## src/rtl/led_tail_fader.sv

```systemverilog
// led_tail_fader: PWM output stage with a decaying "comet tail" per LED.
// Each channel snaps to full brightness while its input bit is high. After
// the bit drops, the brightness steps down on every decay tick. A shared PWM
// counter turns the duty value latched once per period into the pin level.
// Optional feature macro: LED_TAIL_GAMMA_EN. When it is defined, the latched
// duty is the squared brightness, which gives a more perceptual fade curve.

// Per-channel brightness, duty latch and PWM comparator.
module led_tail_ch #(
    parameter int PWM_BITS   = 8,
    parameter int DECAY_STEP = 16
) (
    input  logic                sys_clk,
    input  logic                sys_rst,
    input  logic                led_in,
    input  logic                fade_en,
    input  logic                decay_tick,
    input  logic                pwm_last,
    input  logic [PWM_BITS-1:0] pwm_cnt,
    output logic                led_out
);
    localparam logic [PWM_BITS-1:0] MAX  = '1;
    localparam logic [PWM_BITS-1:0] STEP = PWM_BITS'(DECAY_STEP);

    logic [PWM_BITS-1:0] bright_q, bright_d;
    logic [PWM_BITS-1:0] duty_q, duty_f;
    logic                led_q;

    // Brightness next state: bypass snap, input snap, saturating decay, hold.
    always_comb begin
        bright_d = bright_q;
        if (!fade_en)
            bright_d = led_in ? MAX : '0;
        else if (led_in)
            bright_d = MAX;
        else if (decay_tick)
            bright_d = (bright_q > STEP) ? (bright_q - STEP) : '0;
    end

`ifdef LED_TAIL_GAMMA_EN
    logic [2*PWM_BITS-1:0] sq;
    assign sq = {{PWM_BITS{1'b0}}, bright_q} * {{PWM_BITS{1'b0}}, bright_q};

    // Squared curve, truncated; full scale is pinned so MAX stays constant-on.
    always_comb begin
        duty_f = (bright_q == MAX) ? MAX : PWM_BITS'(sq >> PWM_BITS);
    end
`else
    // Linear mapping: duty is the brightness itself.
    always_comb begin
        duty_f = bright_q;
    end
`endif

    // State update. The duty is latched only at the period boundary, so a
    // brightness change in the middle of a period cannot glitch the pulse.
    always_ff @(posedge sys_clk) begin
        if (sys_rst) begin
            bright_q <= '0;
            duty_q   <= '0;
            led_q    <= 1'b0;
        end else begin
            bright_q <= bright_d;
            if (pwm_last)
                duty_q <= duty_f;
            led_q <= fade_en ? ((duty_q == MAX) || (pwm_cnt < duty_q)) : led_in;
        end
    end

    assign led_out = led_q;
endmodule

// Top level: shared PWM counter, decay prescaler and per-channel array.
module led_tail_fader #(
    parameter int N_LED      = 4,
    parameter int PWM_BITS   = 8,
    parameter int DECAY_DIV  = 250000,
    parameter int DECAY_STEP = 16
) (
    input  logic             sys_clk,
    input  logic             sys_rst,
    input  logic [N_LED-1:0] led_in,
    input  logic             fade_en,
    output logic [N_LED-1:0] led_out,
    output logic             pwm_wrap
);
    localparam logic [PWM_BITS-1:0] MAX      = '1;
    localparam logic [PWM_BITS-1:0] MAX_M1   = MAX - 1'b1;
    localparam int                  DW       = (DECAY_DIV > 1) ? $clog2(DECAY_DIV) : 1;
    localparam logic [DW-1:0]       DEC_LAST = DW'(DECAY_DIV - 1);

    logic [PWM_BITS-1:0] pwm_cnt_q;
    logic [DW-1:0]       dec_cnt_q;
    logic                pwm_wrap_q;
    logic                decay_tick;
    logic                pwm_last;

    assign decay_tick = (dec_cnt_q == DEC_LAST);
    assign pwm_last   = (pwm_cnt_q == MAX);

    // Free-running PWM counter. The wrap flag is registered one count early,
    // so it is high in exactly the cycle where the counter shows MAX.
    always_ff @(posedge sys_clk) begin
        if (sys_rst) begin
            pwm_cnt_q  <= '0;
            pwm_wrap_q <= 1'b0;
        end else begin
            pwm_cnt_q  <= pwm_cnt_q + 1'b1;
            pwm_wrap_q <= (pwm_cnt_q == MAX_M1);
        end
    end

    // Decay prescaler. It counts 0..DECAY_DIV-1, and it ticks on its last count.
    always_ff @(posedge sys_clk) begin
        if (sys_rst)
            dec_cnt_q <= '0;
        else
            dec_cnt_q <= decay_tick ? '0 : dec_cnt_q + 1'b1;
    end

    for (genvar g = 0; g < N_LED; g++) begin : g_ch
        led_tail_ch #(
            .PWM_BITS  (PWM_BITS),
            .DECAY_STEP(DECAY_STEP)
        ) u_ch (
            .sys_clk   (sys_clk),
            .sys_rst   (sys_rst),
            .led_in    (led_in[g]),
            .fade_en   (fade_en),
            .decay_tick(decay_tick),
            .pwm_last  (pwm_last),
            .pwm_cnt   (pwm_cnt_q),
            .led_out   (led_out[g])
        );
    end

    assign pwm_wrap = pwm_wrap_q;
endmodule

```

## config.mk

```make
export PLATFORM = sky130hd
export DESIGN_NAME = led_tail_fader
export DESIGN_NICKNAME = d
export VERILOG_FILES = /design/src/rtl/led_tail_fader.sv
export SDC_FILE = /design/constraint.sdc
export NUM_CORES = 1
export LEC_CHECK = 0
export CELL_PAD_IN_SITES_DETAIL_PLACEMENT = 0
export CELL_PAD_IN_SITES_GLOBAL_PLACEMENT = 1
export CORE_MARGIN = 2
export CORE_UTILIZATION = 47
export CTS_BUF_LIST = sky130_fd_sc_hd__clkbuf_16
export DETAILED_ROUTE_END_ITERATION = 12
export PLACE_DENSITY_LB_ADDON = 0.1
export SYNTH_ARGS = -nofsm -noshare
export SYNTH_HDL_FRONTEND = slang
export SYNTH_HIERARCHICAL = 1
export SYNTH_SLANG_ARGS = --single-unit
```

## constraint.sdc

```tcl
create_clock -name sys_clk -period 3.85 [get_ports sys_clk]
set_input_delay 0.385 -clock sys_clk [delete_from_list [all_inputs] [get_ports sys_clk]]
set_output_delay 0.385 -clock sys_clk [all_outputs]
set_load 0.1 [all_outputs]
```

[Word level (Yosys, flattened, before mapping)]
Cells that the tools add are included.
Word-level totals
  register bits after elaboration: 95
  input port bits: 7
  logic and storage cells: 69
  output and inout bits: 5
Operators by class
  multiplexer cells: 24
  $lt $le $gt $ge: 8
  reductions and logical operators: 5
  add/subtract/negate cells: 6
  equality and inequality tests: 11
Operators by type and width (count)
  $mux 8: 20
  $eq 8x8->1 const B: 6
  $gt 8x5->1 const B: 4
  $lt 8x8->1: 4
  $sub 8x5->8 const B: 4
  $add 18x1->18 const B: 1
  $eq 18x18->1 const B: 1
  $ne 3x2->1 const B: 4
  $add 8x1->8 const B: 1
  $logic_or 1x1->1: 4
  $mux 1: 4
  $reduce_or 2->1: 1

[Logic depth before layout (Yosys ltp)]
  depth in word-level cells: 5
  mapped depth: 8
  depth with buffers taken out: 7

[Hierarchy]
The synthesis kept the hierarchy.
Modules (own cells, without submodules)
  led_tail_ch: area each 664.4 µm², cells an instance 78, instances 4
  led_tail_fader: area each 1193.6 µm², cells an instance 131, instances 1

[Worst setup path before layout]
No wires, ideal clock.
  path type: register to register
  start point: register dec_cnt_q[0]
  end point: register g_ch[0].u_ch.bright_q[7]
  setup slack: 0.552 ns
  buffers on the path: 0
  cell stages (with the launch flop): 8
  arrival: 3.177 ns
  library setup time: 0.121 ns
  cell sequence: dfxtp_1 > ha_1 > nand3_2 > nor4_1 > nand2b_1 > o31a_1 > a21oi_1 > o21ai_0
Between the ends
  word-level cells in the longest chain between the ends: 2
RTL lines
  start, declared: RTL line 93  | logic [DW-1:0] dec_cnt_q;
  start signal, assigned: RTL line 118  | dec_cnt_q <= decay_tick ? '0 : dec_cnt_q + 1'b1;
  $eq 18x18->1: RTL line 98  | assign decay_tick = (dec_cnt_q == DEC_LAST);
  named net decay_tick: RTL line 95  | logic decay_tick;
  $ne 3x2->1 (no line)
  end signal, assigned: RTL line 63  | bright_q <= bright_d;
  end, declared: RTL line 25  | logic [PWM_BITS-1:0] bright_q, bright_d;
The timed path passes the listed nets, and every way through them passes these cells.
A chain may end at the register's enable or synchronous reset.

[Worst setup path after layout]
  start point: register dec_cnt_q[0]
  end point: register g_ch[2].u_ch.bright_q[7]
Between the ends
  word-level cells in the longest chain between the ends: 2
RTL lines (RTL line)
  $eq 18x18->1: 98
  named net decay_tick: 95
  $ne 3x2->1 (no line)
  end signal, assigned: 63
  end, declared: 25
The timed path passes the listed nets, and every way through them passes these cells.

==> impl_metrics.tcl <==
set metrics [dict create \
    status "finished, final reports clean" \
    grt_usage 0.193 \
    grt_pass1_wl_um 13700 \
    syn_avg_cell_area_um2 8.69 \
    finClkSkew_ps 5.03 \
    seq_area_frac_synth 0.369 \
    drive_above_1_share 0.0779 \
    synth-seq-cells 71 \
    antenna_found_initial 0 \
    ant_nets 0 \
    initial_core_util 0.476 \
    final_common_cell "nor2_1" \
    cts_hold_buf 0 \
    grt_max_degree 37 \
    die-area_mm2 0.00893 \
    cp_max_fo 18 \
    detail_route.drc_violations 0 \
    rsz0062_at_grt "false" \
    grt-ovfl-total 0 \
    max_freq_mhz 384 \
    dieHeight_um 94.5 \
    grt_pass1_vias 2972 \
    wl_per_cell_um 13.8 \
    min_path_type "flop to flop" \
    rows 33 \
    fillers 789 \
    synthTopCellsByArea "dfxtp_1 37%, ha_1 13%, nor2_1 7.1%" \
    synth_largest_area_cell "dfxtp_1" \
    drtPass1Iterations 4 \
    numCtsBuffers 9 \
    final_cells 567 \
    peakVddDrop_uv 225 \
    floorplan.die.width_um 94.5 \
    ys.warnings.count 6 \
    yosysUniqueCellTypes 37 \
    drtIter0Drc 98 \
    crit_path_start_kind "flop" \
    hold_viol 0 \
    critPathArrivalTime_ps 2810 \
    max_slew_margin 0.275 \
    insertedDiodeCount 0 \
    via_per_inst 5.38 \
    clkLatencyLatePin_ps 330 \
    nNetsFinal 503 \
    syn_nets 489 \
    period_share 0.676 \
    clkTransAtPathRegs_ps 60 \
    cts-root-buf "clkbuf_16" \
    drv_slew 0 \
    num_vias 3050 \
    finalSetupTns_ps 0 \
    cts_tree "built" \
    mostFrequentLayoutCells "72 x nor2_1, 71 x dfxtp_1, 39 x ha_1, 33 x inv_1, 22 x a21oi_1" \
    post_cts_buffers 0 \
    setup.worst_path.class "flop to flop" \
    powerDensity_mw_per_mm2 412 \
    power_leakage_nw 1.66 \
    io_pins 12 \
    hpwl_um 5500 \
    seq_area_mm2 0.00142 \
    syn2layout_area_growth_pct 13.9 \
    layout_min_cycle_time_ps 2600 \
    cts_sinks 71 \
    worst_slew_pin_slew_ps 1080 \
    gp_congestion 0.789 \
    holdWs_ps 488 \
    htreeDepth 3 \
    placedCellCount 551 \
    multi_input_area_mm2 0.00224 \
    power.total_mw 1.81 \
    core_region_area_mm2 0.00809 \
    io_buffers 11 \
    syn_inst 443 \
    post-synth-top-area-fraction 0.369 \
    routed_wirelength_um 7810 \
    clockBufferDepth 2 \
    syn_area_mm2 0.00385 \
    endpoint_kind "flop" \
    ctsResizeCount 0 \
    required_ps 4060 \
    maxCapViolations 0 \
    setup_viol 0 \
]
[cell usage after synthesis, drive strengths merged]
cell type	n
o21ai	18
a211o	8
nand4b	4
ha	39
a311oi	4
a21oi	26
clkbuf	9
nor4	10
xnor2	14
o31ai	4
or3	2
nand2b	16
and4	1
mux2i	20
inv	41
nor3	8
nand3	15
nand4	11
o31a	4
nor2b	5
xor2	6
nand2	7
nor2	73
a31oi	8
o21a	4
or4	1
buf	2
o211ai	4
a21boi	4
o41ai	1
and3	3
dfxtp	71
[report_power, final]
group / switching, mW / internal, mW
Combinational: 0.0904 / 0.0598
Sequential: 0.0321 / 0.759
Clock: 0.305 / 0.561
[flip-flops by register name, summed over array words and instances, names as in the netlist]
name	cells
g_ch.u_ch/bright_q	20
g_ch.u_ch/duty_q	20
dec_cnt_q	18
pwm_cnt_q	8
g_ch.u_ch/led_out	4
pwm_wrap	1
[layer usage]
metal	vias up	global-route usage	part of all wire
met4	0	0.0809	0.013
met1	1419	0.253	0.50
met2	39	0.316	0.46
met3	7	0.0335	0.021
li1	1585	-	-
met5	-	0	0
[cell families after synthesis]
kind of cell / Yosys count / share of synthesized area
AND/OR/NAND/NOR: 156 / 0.207
multiplexers: 20 / 0.0520
flip-flops: 71 / 0.369
AO/OA/AOI/OAI: 85 / 0.149
XOR/XNOR: 20 / 0.0455
adder cells (fa/ha/maj): 39 / 0.127
buffers and inverters: 52 / 0.0513
[critical path, stage by stage (launching register included)]
cell      delay, ps
dfxtp_1         430
ha_1            230
nand3_2         230
nor4_2          720
buf_4           350
nand2b_1        100
o31a_1          240
a21oi_1         110
o21ai_0          80
[final timing paths]
kind | end | from | slack, ps | cells after the start
worst max register to register | g_ch[2].u_ch/bright_q[7] | dec_cnt_q[0] | 1250 | 8
worst min register to register | dec_cnt_q[17] | dec_cnt_q[17] | 490 | 2
worst max-delay path | g_ch[2].u_ch/bright_q[7] | dec_cnt_q[0] | 1250 | 8
worst min-delay path | dec_cnt_q[17] | dec_cnt_q[17] | 490 | 2
[metrics by stage]
stage           util  setup slack (ps)  area, um^2
2_1_floorplan      -               552        3850
3_3_place_gp   0.504              1400        4080
3_5_place_dp   0.504              1260        4080
4_1_cts        0.542              1250        4390
5_1_grt        0.542              1000        4390
6_report       0.542              1250        4390
[cell type report]
| cell class | instances | share of cell area |
|---|---|---|
| multi-input cells | 320 | 0.511 |
| inverters | 41 | 0.0351 |
| well taps | 105 | 0.0299 |
| clock inverters | 7 | 0.0200 |
| clock buffers | 9 | 0.0513 |
| repair buffers | 14 | 0.0291 |
| flip-flops and latches | 71 | 0.324 |
(Power assumes the default switching activity.)
